<file path="src/rtl/universal_shift_register_burst.sv">
// Universal shift register: direct hold/shift/load modes plus a burst engine
// that shifts or rotates N positions per Start request with Busy/Done handshake.
module universal_shift_register_burst #(
  parameter int unsigned           WIDTH       = 16,
  parameter int unsigned           CNT_W       = $clog2(WIDTH) + 1,
  parameter logic [WIDTH-1:0]      RESET_VALUE = '0
) (
  input  logic             Clk_In,
  input  logic             Reset_In,
  input  logic [1:0]       Mode_In,
  input  logic [WIDTH-1:0] Parallel_Data_In,
  input  logic             Serial_Left_In,
  input  logic             Serial_Right_In,
  input  logic             Start_In,
  input  logic             Dir_In,
  input  logic             Rotate_In,
  input  logic [CNT_W-1:0] Shift_Count_In,
  output logic [WIDTH-1:0] Parallel_Data_Out,
  output logic             Serial_Right_Out,
  output logic             Serial_Left_Out,
  output logic             Busy_Out,
  output logic             Done_Out
);

  typedef enum logic [1:0] {
    S_IDLE  = 2'd0,
    S_SHIFT = 2'd1,
    S_DONE  = 2'd2
  } state_t;

  state_t           r_state;
  logic [WIDTH-1:0] r_q;
  logic [CNT_W-1:0] r_cnt;
  logic             r_dir;
  logic             r_rot;
  logic             r_busy;
  logic             r_done;

  state_t           w_state_nxt;
  logic [WIDTH-1:0] w_q_nxt;
  logic [CNT_W-1:0] w_cnt_nxt;
  logic             w_dir_nxt;
  logic             w_rot_nxt;
  logic             w_busy_nxt;
  logic             w_done_nxt;

  // State and datapath registers; reset aborts any burst without a Done pulse.
  always_ff @(posedge Clk_In or negedge Reset_In) begin
    if (!Reset_In) begin
      r_state <= S_IDLE;
      r_q     <= RESET_VALUE;
      r_cnt   <= '0;
      r_dir   <= 1'b0;
      r_rot   <= 1'b0;
      r_busy  <= 1'b0;
      r_done  <= 1'b0;
    end else begin
      r_state <= w_state_nxt;
      r_q     <= w_q_nxt;
      r_cnt   <= w_cnt_nxt;
      r_dir   <= w_dir_nxt;
      r_rot   <= w_rot_nxt;
      r_busy  <= w_busy_nxt;
      r_done  <= w_done_nxt;
    end
  end

  // Next-state, next-register and registered Busy/Done decode.
  always_comb begin
    w_state_nxt = r_state;
    w_q_nxt     = r_q;
    w_cnt_nxt   = r_cnt;
    w_dir_nxt   = r_dir;
    w_rot_nxt   = r_rot;
    w_busy_nxt  = 1'b0;
    w_done_nxt  = 1'b0;
    unique case (r_state)
      S_IDLE: begin
        if (Start_In) begin
          w_cnt_nxt = Shift_Count_In;
          w_dir_nxt = Dir_In;
          w_rot_nxt = Rotate_In;
          if (Shift_Count_In == '0) begin
            w_state_nxt = S_DONE;
            w_done_nxt  = 1'b1;
          end else begin
            w_state_nxt = S_SHIFT;
            w_busy_nxt  = 1'b1;
          end
        end else begin
          unique case (Mode_In)
            2'b00: w_q_nxt = r_q;
            2'b01: w_q_nxt = {Serial_Left_In, r_q[WIDTH-1:1]};
            2'b10: w_q_nxt = {r_q[WIDTH-2:0], Serial_Right_In};
            2'b11: w_q_nxt = Parallel_Data_In;
          endcase
        end
      end
      S_SHIFT: begin
        if (!r_dir)
          w_q_nxt = {(r_rot ? r_q[0] : Serial_Left_In), r_q[WIDTH-1:1]};
        else
          w_q_nxt = {r_q[WIDTH-2:0], (r_rot ? r_q[WIDTH-1] : Serial_Right_In)};
        w_cnt_nxt = r_cnt - CNT_W'(1);
        if (r_cnt == CNT_W'(1)) begin
          w_state_nxt = S_DONE;
          w_done_nxt  = 1'b1;
        end else begin
          w_busy_nxt  = 1'b1;
        end
      end
      S_DONE: begin
        w_state_nxt = S_IDLE;
      end
      default: begin
        w_state_nxt = S_IDLE;
      end
    endcase
  end

  assign Parallel_Data_Out = r_q;
  assign Serial_Right_Out  = r_q[0];
  assign Serial_Left_Out   = r_q[WIDTH-1];
  assign Busy_Out          = r_busy;
  assign Done_Out          = r_done;

endmodule

</file>
<file path="config.mk">
export PLATFORM = sky130hd
export DESIGN_NAME = universal_shift_register_burst
export DESIGN_NICKNAME = d
export VERILOG_FILES = /design/src/rtl/universal_shift_register_burst.sv
export SDC_FILE = /design/constraint.sdc
export NUM_CORES = 1
export LEC_CHECK = 0
export CAP_MARGIN = 20
export CELL_PAD_IN_SITES_DETAIL_PLACEMENT = 1
export CELL_PAD_IN_SITES_GLOBAL_PLACEMENT = 1
export CORE_MARGIN = 2
export CORE_UTILIZATION = 31
export CTS_CLUSTER_SIZE = 20
export DETAILED_ROUTE_END_ITERATION = 10
export PLACE_DENSITY_LB_ADDON = 0.1
export SETUP_SLACK_MARGIN = 0.1
export SLEW_MARGIN = 40
export SYNTH_ARGS = -nofsm -noshare
export SYNTH_HDL_FRONTEND = slang
export SYNTH_SLANG_ARGS = --single-unit
</file>
<file path="constraint.sdc">
create_clock -name Clk_In -period 1.3 [get_ports Clk_In]
set_input_delay 0.195 -clock Clk_In [delete_from_list [all_inputs] [get_ports Clk_In]]
set_output_delay 0.195 -clock Clk_In [all_outputs]
set_load 0.05 [all_outputs]
</file>
==> summary.md <==
| Metric | Value |
|---|---|
| Failing checks | `negative setup slack` |
| PortBufs | `49` |
| Initial Util | `32.5%` |
| Filler Cell Count | `539` |
| Most frequent cells in the layout | `buf_12 (29), clkdlybuf4s50_1 (22), buf_4 (19)` |
| Synth-to-layout area growth | `94.2%` |
| Worst-path fanout max | `7` |
| Total number of vias | `1741` |
| Final cycle utilization of the critical path | `111%` |
| Xor/xnor share of the synthesized area | `0%` |
| Hold_buf cts | `0` |
| Pin count of the biggest net entering global routing | `28` |
| Worst EP required | `around 1500 ps` |
| Post-synth EDFFs | `0` |
| Die Wd | `between 70 and 80 microns` |
| Rows | `26` |
| CP arrival | `~1600 ps` |
| Seq/Total Area, Yosys | `40.4%` |
| Ant. Diodes | `0` |
| Maximum VDD drop | `approximately 0.0016 V` |
| WP buf/inv | `1` |
| Crit path depth | `5` |
| Initial DRT Pass Iterations | `4` |
| CTS tree | `yes` |
| Upper clock frequency limit | `693 MHz` |
| Syn Area/Cell | `about 9.4 sq um` |
| Slowest CP cell | `dfrtp_2` |
| Combinational family with the most area after synthesis | `compound AO/OA/AOI/OAI gates` |
| Most common cell after layout, fill and taps aside | `buf_12` |
| GRT Total Usage | `approximately a fifth` |
| Final Cell Area | `3240 sq um` |
| Total clock sinks | `27` |
| Post-Synth Adder-Cell Area | `1.50%` |
| DRC violations left | `0` |
| Post-synthesis compound-gate area fraction | `24.1%` |
| DP Area | `2730 sq um` |
| Worst Skew | `2.34 ps` |
| Setup TNS | `-1600 ps` |
| Initial antenna violation count | `0` |
| Final worst slack | `-143 ps` |
| LEAKAGE | `1.33 nW` |
| #FFs+latches synth | `27` |
| Startpoint types | `flop` |
| Worst hold path type | `in2async` |
| First-pass GRT wire length | `9670 microns` |
| Slowest stage delay, CP | `440 ps` |
| Post-Synthesis Cells | `177` |
| R2R setup slack | `-140 ps` |
| Final Wtd Congestion | `0.821` |
| Family with the most delay on the worst path | `flip-flops` |
| Vias in the first global route | `1867` |
| Grt ovf | `0` |
| Critical-path cell list | `nor2b_4 > mux2i_4 > clkbuf_16 > nand2_1 > a31oi_1` |
| Wire per inst | `between 15 and 20 microns` |
| Total die area | `about 6000 sq um` |
| Hpwl dp | `4070 microns` |
| Asr flop ratio synth | `100%` |
| Final setup viols | `17` |
| Clk buf depth | `2` |
| Syn_nets | `~210` |
| Least-Margin Pin Slew | `439 ps` |
| Tot Pwr | `roughly 9 mW` |
| H-tree Lvls | `1` |
| Antenna-violating nets left | `0` |
| Pins Over Slew Limit | `0` |
| Synth warnings | `0` |
| DR iter-0 viols | `between 60 and 70` |
| Drt via density | `5.31` |
| Die Y | `77.4 microns` |
| Mapped Area | `1670 sq um` |
| Worst-path clk slew | `about 100 ps` |
| Share of cells above drive strength 1 | `between 50 and 60%` |
| CTS root buf | `clkbuf_8` |
| Final Util | `63.1%` |
| Slew HR | `approximately 70%` |
| Synth Flop Type | `dfrtp_1` |
| Nets | `291` |
| Pwr per Cell Area | `roughly 2800 nW/um^2` |
| Status | `finished, violations left` |
| Reg2Reg Depth | `5` |
| Min Tclk post-route | `approximately 1400 ps` |
| Final wirelength | `6370 microns` |
| Fin Hold WS | `278 ps` |
| Later-pin clock latency in the skew report | `~270 ps` |
| Yosys cell types | `38` |
| Ports | `50` |
| Max Cap Viol | `0` |
| Mux contribution to synthesized area | `13.9%` |
| RSZ-0062 raised after global routing | `true` |
| CP Capture Type | `flop` |
| Core ar. | `5140 sq um` |
| Synth Area in Simple Gates | `14.2%` |
| Critical path class | `reg2reg` |
| Hold Vio Cnt, Final | `0` |
| CTS Buf Count | `3` |
worst paths after layout:
kind / start / to
worst min register to register: r_cnt[4]$_DFFE_PN0P_ / r_cnt[4]$_DFFE_PN0P_
max in group asynchronous: Reset_In / Parallel_Data_Out[1]$_DFFE_PN0P_
min in group Clk_In: Shift_Count_In[4] / r_cnt[4]$_DFFE_PN0P_
worst min-delay path: Reset_In / r_cnt[1]$_DFFE_PN0P_
worst max-delay path: r_state[1]$_DFFE_PN0P_ / Parallel_Data_Out[1]$_DFFE_PN0P_
worst max register to register: r_state[1]$_DFFE_PN0P_ / Parallel_Data_Out[1]$_DFFE_PN0P_
repair_timing:
action                                  4_1_cts  5_1_grt
pin swaps                                     7       23
setup buffers                                 6        3
endpoints found under the hold margin         0        0
resized for setup                            42       44
endpoints found under the setup margin       30       35
cloned                                        1        1
sequential cells by signal, summed over array words and instances, names as in the netlist:
name	count
r_cnt	5
Done_Out	1
r_rot	1
r_state	2
Parallel_Data_Out	16
Busy_Out	1
r_dir	1
layout make-up:
cell class	instances	area (sq um)	area share, %
Clock buffer	4	45.0	1.39
Timing Repair Buffer	90	1200	36.9
Multi-Input combinational cell	132	1200	37.0
Sequential cell	27	688	21.2
Tap cell	70	87.6	2.70
Inverter	5	23.8	0.733
report_power, final:
part           switching (mW)  internal [mW]
registers               0.525           1.29
logic                    3.25           3.47
clock network           0.282          0.220
worst register-to-register path: stages, from the launching register on:
cell and delay (ps):
dfrtp_2 440, nor2b_4 180, mux2i_4 330, clkbuf_16 210, nand2_1 70, a31oi_1 140
routing by layer:
layer  vias to the layer above  GRT usage [%]  share of wire [%]
li1                        821              -                  -
met1                       868           25.2                 40
met2                        48           36.4                 56
met3                         4           3.26                3.3
met4                         0           5.89               0.83
met5                         -              0                  0
cells in the mapped netlist, types with 2 or more instances:
cell,number,area share (%)
a211oi_1,2,0.90
a21oi_1,8,2.4
a22oi_1,14,6.3
a2bb2oi_1,2,1.0
a31oi_1,17,6.4
buf_2,6,1.8
buf_4,4,1.8
clkbuf_1,2,0.45
dfrtp_1,27,40
ha_1,2,1.5
inv_1,5,1.1
mux2_2,16,11
mux2i_1,3,1.8
nand2_1,17,3.8
nand3_1,2,0.60
nor2_1,19,4.3
nor2b_1,2,0.75
nor3_1,3,0.90
o21ai_0,5,1.5
o21bai_1,2,0.90
o22a_1,2,1.0
per-stage QoR:
stage,instances,setup WS [ps]
after floorplan,177,-42.8
after global placement,313,-327
after detailed placement,313,-390
after CTS,324,-65.6
after global routing,328,-223
final,328,-143
kinds of logic (layout without fill, tap and decap cells):
family	after synthesis	after routing
multiplexers	20	20
AND/OR/NAND/NOR	51	51
buffers and inverters	18	99
AO/OA/AOI/OAI	59	59
adder cells (fa/ha/maj)	2	2
flip-flops	27	27
Note: power is estimated with default switching activity, not from simulation.
